<file path="config.mk">
export PLATFORM = sky130hd
export DESIGN_NAME = fifo_ctrl_flat
export DESIGN_NICKNAME = d
export VERILOG_FILES = /design/src/rtl/fifo_ctrl_if.sv /design/src/rtl/fifo_ctrl.sv /design/src/flat_wrapper.sv
export SDC_FILE = /design/constraint.sdc
export NUM_CORES = 1
export LEC_CHECK = 0
export ABC_AREA = 1
export BUFFER_PORTS_ARGS = -buffer_cell sky130_fd_sc_hd__buf_2
export CORE_AREA = 2 2 39 41
export CTS_CLUSTER_DIAMETER = 80
export DETAILED_ROUTE_END_ITERATION = 10
export DIE_AREA = 0 0 41 43
export GPL_TIMING_DRIVEN = 0
export PLACE_DENSITY = 0.67
export SETUP_SLACK_MARGIN = 0.3
export SYNTH_ARGS = -nofsm -noshare
export SYNTH_HDL_FRONTEND = slang
export SYNTH_SLANG_ARGS = --single-unit
</file>
<file path="constraint.sdc">
create_clock -name clk -period 2.3 [get_ports clk]
set_clock_uncertainty 0.2 [all_clocks]
set_input_delay 0.345 -clock clk [delete_from_list [all_inputs] [get_ports clk]]
set_output_delay 0.345 -clock clk [all_outputs]
set_load 0.05 [all_outputs]
</file>
<file path="src/rtl/fifo_ctrl_if.sv">
// fifo_ctrl_if: request/handshake, storage-control and status signals of the FIFO controller
interface fifo_ctrl_if #(parameter int CW = 4);
  logic wr_req;
  logic rd_req;
  logic drop_req;
  logic flush;
  logic wden;
  logic rden;
  logic rdinc;
  logic wrinc;
  logic RdPtrClr;
  logic WrPtrClr;
  logic wr_ack;
  logic rd_valid;
  logic [CW-1:0] count;
  logic full;
  logic empty;
  logic almost_full;
  logic overflow;
  logic underflow;
  modport slave (
    input  wr_req, rd_req, drop_req, flush,
    output wden, rden, rdinc, wrinc, RdPtrClr, WrPtrClr, wr_ack, rd_valid,
           count, full, empty, almost_full, overflow, underflow
  );
  modport master (
    output wr_req, rd_req, drop_req, flush,
    input  wden, rden, rdinc, wrinc, RdPtrClr, WrPtrClr, wr_ack, rd_valid,
           count, full, empty, almost_full, overflow, underflow
  );
endinterface

</file>
<file path="src/rtl/fifo_ctrl.sv">
// fifo_ctrl: control front-end for an 8x9 pointer-addressed FIFO storage block
module fifo_ctrl #(
  parameter int DEPTH    = 8,
  parameter int CW       = 4,
  parameter int AF_LEVEL = 6
) (
  input logic        clk,
  input logic        rst,
  fifo_ctrl_if.slave bus
);
  typedef enum logic {CLEAR, RUN} state_e;
  state_e        state_q;
  logic [CW-1:0] count_q, count_d;
  logic          rd_valid_q, overflow_q, underflow_q;
  logic          full, empty, run, act;
  assign full  = count_q == CW'(DEPTH);
  assign empty = count_q == '0;
  assign run   = (state_q == RUN) & ~rst;
  assign act   = run & ~bus.flush;
  // rd_req wins over drop_req so the pointer never advances twice in one cycle
  assign bus.wden        = act & bus.wr_req & ~full;
  assign bus.rden        = act & bus.rd_req & ~empty;
  assign bus.rdinc       = act & bus.drop_req & ~bus.rd_req & ~empty;
  assign bus.wrinc       = 1'b0;
  assign bus.RdPtrClr    = (state_q == CLEAR) & ~rst;
  assign bus.WrPtrClr    = (state_q == CLEAR) & ~rst;
  assign bus.wr_ack      = bus.wden;
  assign bus.rd_valid    = rd_valid_q;
  assign bus.count       = count_q;
  assign bus.full        = full;
  assign bus.empty       = empty;
  assign bus.almost_full = count_q >= CW'(AF_LEVEL);
  assign bus.overflow    = overflow_q;
  assign bus.underflow   = underflow_q;
  always_comb
    count_d = (run & bus.flush) ? '0
            : count_q + CW'(bus.wden) - CW'(bus.rden) - CW'(bus.rdinc);
  always_ff @(posedge clk) begin
    if (rst) begin
      state_q     <= CLEAR;
      count_q     <= '0;
      rd_valid_q  <= 1'b0;
      overflow_q  <= 1'b0;
      underflow_q <= 1'b0;
    end else begin
      state_q     <= bus.flush ? CLEAR : RUN;
      count_q     <= count_d;
      rd_valid_q  <= bus.rden;
      overflow_q  <= overflow_q | (act & bus.wr_req & full);
      underflow_q <= underflow_q | (act & (bus.rd_req | bus.drop_req) & empty);
    end
  end
endmodule

</file>
<file path="src/flat_wrapper.sv">
// flat-port wrapper written by rule: the top's interface ports become plain ports
module fifo_ctrl_flat 
#(
  parameter int DEPTH    = 8,
  parameter int CW       = 4,
  parameter int AF_LEVEL = 6
)
  (clk, rst, bus_wr_req, bus_rd_req, bus_drop_req, bus_flush, bus_wden, bus_rden, bus_rdinc, bus_wrinc, bus_RdPtrClr, bus_WrPtrClr, bus_wr_ack, bus_rd_valid, bus_count, bus_full, bus_empty, bus_almost_full, bus_overflow, bus_underflow);
  fifo_ctrl_if #(.CW(CW)) bus_i ();
  input logic clk;
  input logic rst;
  input wire logic [$bits(bus_i.wr_req)-1:0] bus_wr_req;
  input wire logic [$bits(bus_i.rd_req)-1:0] bus_rd_req;
  input wire logic [$bits(bus_i.drop_req)-1:0] bus_drop_req;
  input wire logic [$bits(bus_i.flush)-1:0] bus_flush;
  output wire logic [$bits(bus_i.wden)-1:0] bus_wden;
  output wire logic [$bits(bus_i.rden)-1:0] bus_rden;
  output wire logic [$bits(bus_i.rdinc)-1:0] bus_rdinc;
  output wire logic [$bits(bus_i.wrinc)-1:0] bus_wrinc;
  output wire logic [$bits(bus_i.RdPtrClr)-1:0] bus_RdPtrClr;
  output wire logic [$bits(bus_i.WrPtrClr)-1:0] bus_WrPtrClr;
  output wire logic [$bits(bus_i.wr_ack)-1:0] bus_wr_ack;
  output wire logic [$bits(bus_i.rd_valid)-1:0] bus_rd_valid;
  output wire logic [$bits(bus_i.count)-1:0] bus_count;
  output wire logic [$bits(bus_i.full)-1:0] bus_full;
  output wire logic [$bits(bus_i.empty)-1:0] bus_empty;
  output wire logic [$bits(bus_i.almost_full)-1:0] bus_almost_full;
  output wire logic [$bits(bus_i.overflow)-1:0] bus_overflow;
  output wire logic [$bits(bus_i.underflow)-1:0] bus_underflow;
  assign bus_i.wr_req = bus_wr_req;
  assign bus_i.rd_req = bus_rd_req;
  assign bus_i.drop_req = bus_drop_req;
  assign bus_i.flush = bus_flush;
  assign bus_wden = bus_i.wden;
  assign bus_rden = bus_i.rden;
  assign bus_rdinc = bus_i.rdinc;
  assign bus_wrinc = bus_i.wrinc;
  assign bus_RdPtrClr = bus_i.RdPtrClr;
  assign bus_WrPtrClr = bus_i.WrPtrClr;
  assign bus_wr_ack = bus_i.wr_ack;
  assign bus_rd_valid = bus_i.rd_valid;
  assign bus_count = bus_i.count;
  assign bus_full = bus_i.full;
  assign bus_empty = bus_i.empty;
  assign bus_almost_full = bus_i.almost_full;
  assign bus_overflow = bus_i.overflow;
  assign bus_underflow = bus_i.underflow;
  fifo_ctrl #(.DEPTH(DEPTH), .CW(CW), .AF_LEVEL(AF_LEVEL)) u_core (.clk(clk), .rst(rst), .bus(bus_i));
endmodule
</file>
==> results.yml <==
yosys:
  yosysWarnings: 0
  seq_area_frac_synth: 0.3368
  synthCells: 60
  syn-num-nets: 74
  synth_top_flop_cell: "dfxtp_1"
  synthesis.area_um2: 475.5
  synth_async_sr_flop_share: 0
  synth-seq-cells: 8
  synth_edf_count: 0
  post_synth_num_cell_types: 16
  syn_avg_cell_area_um2: 7.924
global_route:
  grt_max_degree: 6
  grt_pass1_vias: 418
  grt_pass1_wl_mm: 1.497
  grt_use_total: 0.1313
  antenna_found_initial: 0
  top_usage_layer: "met2"
  grt_overflow: 0
  grt_use_met3: 0.04712
  grt_util_met1: 0.1344
  grt_use_met2: 0.2125
die:
  die_w_um: 41
  rows: 14
  initial_core_util: 0.3436
  core_area_um2: 1384
  dieArea_um2: 1763
  die_h_um: 43
  ios: 23
drt:
  wirelength_um: 954
  first_pass_iters: 4
  wl_per_cell_um: 9.086
  detail-route-antenna-nets: 0
  vias_per_cell: 4.190
  drt_iter0_markers: 3
  dr_total_vias: 440
  drc: 0
cells_and_area:
  nFillCells: 123
  multi_input_area_um2: 350.3
  fin_nets: 104
  drive_above_1_share: 0.6854
  area.sequential_um2: 170.2
  utilization: 0.5750
  syn_to_final_growth_pct: 67.37
  diodes: 0
  layoutNonFillerInstCount: 105
placed_design:
  place_congestion: 0.7006
  dp_hpwl_um: 797.6
  placed_cells: 97
  io_buffers: 21
worst_setup_path:
  worstPathRequired_ps: 2240
  cp.arrival_ps: 2430
  crit_path_start_kind: "flop"
  worst-setup-path-type: "flop to flop"
  cp-end-kind: "flop"
  crit_path_max_fanout: 4
timing:
  min_period_ps: 2486
  hold_viol: 0
  fmax_ghz: 0.4023
  layout_setup_ws_ps: -185.8
  finalSetupViolations: 2
  drv_slew: 0
  rsz0062_at_grt: "true"
  finalCritPeriodShare: 1.081
power:
  power_mw: 0.3391
  p_per_area_nw_per_um2: 426.1
  leakage_nw: 0.3820
  ir_worst_vdd_mv: 0.2155
clock_tree:
  cts_buffers: 3
  root_buffer: "clkbuf_4"
  htreeDepth: 1
  clk_latency_ps: 250
  clock_sinks: 8
  hold_buffers: 0
  clkTransAtPathRegs_ps: 60
  cts_tree: "done"
  clockBufferDepth: 2
min_path:
  min_path_type: "input pin to flop"
status:
  violations: "setup timing"
  status: "finished, violations left"
job:
  drv_cap: 0
-- critical path: stages (launching register included) --
cell and delay, ps:
dfxtp_4 360, inv_4 40, ha_4 150, nand2_4 90, inv_8 40, nor3_4 130
fa_2 470, inv_2 70, ha_4 130, ha_4 120, inv_2 30, fa_2 500
nor2_1 40
-- repair_timing --
item | in CTS | in global routing
setup endpoints to repair | 6 | 6
buffers inserted | 2 | 2
resized for setup | 10 | 1
endpoints found under the hold margin | 0 | 0
pin swaps | 4 | 1
-- final timing paths --
path	endpoint	from	cells past startpoint	slack [ps]
max	u_core.bus.count[2]$_SDFF_PP0_	u_core.bus.count[2]$_SDFF_PP0_	12	-190
max reg2reg	u_core.bus.count[2]$_SDFF_PP0_	u_core.bus.count[2]$_SDFF_PP0_	12	-190
min	u_core.state_q$_SDFF_PP0_	bus_flush	2	90
min reg2reg	u_core.bus.underflow$_SDFF_PP0_	u_core.bus.underflow$_SDFF_PP0_	2	250
-- area by class of cell --
type | instances | area share
Buffer | 3 | 0.02830
Clock buffer | 4 | 0.03302
Inverter | 13 | 0.07704
Multi-Input combinational cell | 36 | 0.4403
Sequential cell | 8 | 0.2138
Tap cell | 16 | 0.02516
Timing Repair Buffer | 25 | 0.1824
-- routing by layer --
metal | vias up | wire [um]
li1 | 230 | -
met1 | 198 | 392
met2 | 10 | 505
met3 | 2 | 40
met4 | 0 | 15
met5 | - | 0
-- flip-flops by register name, indices dropped and copies added (netlist names) --
signal,count
u_core.bus.count,4
u_core.bus.overflow,1
u_core.bus.rd_valid,1
u_core.bus.underflow,1
u_core.state_q,1
-- cell families (layout without fill, tap and decap cells) --
group	Yosys count	in the layout	synth area share
AND/OR/NAND/NOR	25	25	0.2342
other	1	1	0.007887
buffers and inverters	16	45	0.1500
adder cells (fa/ha/maj)	8	8	0.2421
AO/OA/AOI/OAI	1	1	0.01052
flip-flops	8	8	0.3368
XOR/XNOR	1	1	0.01842
-- cell usage in the layout (no fill, tap or decap), drive strengths merged --
cell type	Yosys	routed
a21oi	1	1
buf	3	28
clkbuf	0	4
conb	1	1
dfxtp	8	8
fa	2	2
ha	6	6
inv	13	13
nand2	6	6
nand3	2	2
nor2	15	15
nor3	2	2
xnor2	1	1
-- report_power, final --
part / switching (mW) / internal [mW] / total, mW
registers: 0.00242 / 0.140 / 0.142
clock network: 0.0521 / 0.0666 / 0.119
logic: 0.0543 / 0.0239 / 0.0782
-- per-stage QoR --
step / TNS, ps / cell area (um^2) / setup WS, ps / hold slack, ps
after floorplan: -1865 / 571.8 / -721.7 / 214.1
after global placement: -560.7 / 696.9 / -299.1 / 233.7
after detailed placement: -615.8 / 696.9 / -312.0 / 248.3
after CTS: -400.8 / 773.2 / -206.4 / 87.16
after global routing: -567.0 / 795.8 / -289.1 / 90.60
final: -347.7 / 795.8 / -185.8 / 90.71
-- cell usage after synthesis, types with 2 or more instances --
master | count | area (um^2)
buf_4 | 3 | 22.52
ha_1 | 6 | 75.07
nor2_1 | 13 | 48.80
fa_1 | 2 | 40.04
nor3_1 | 2 | 10.01
nand2_1 | 5 | 18.77
inv_1 | 12 | 45.04
nand3_1 | 2 | 10.01
dfxtp_1 | 8 | 160.2
(Power assumes the default switching activity.)
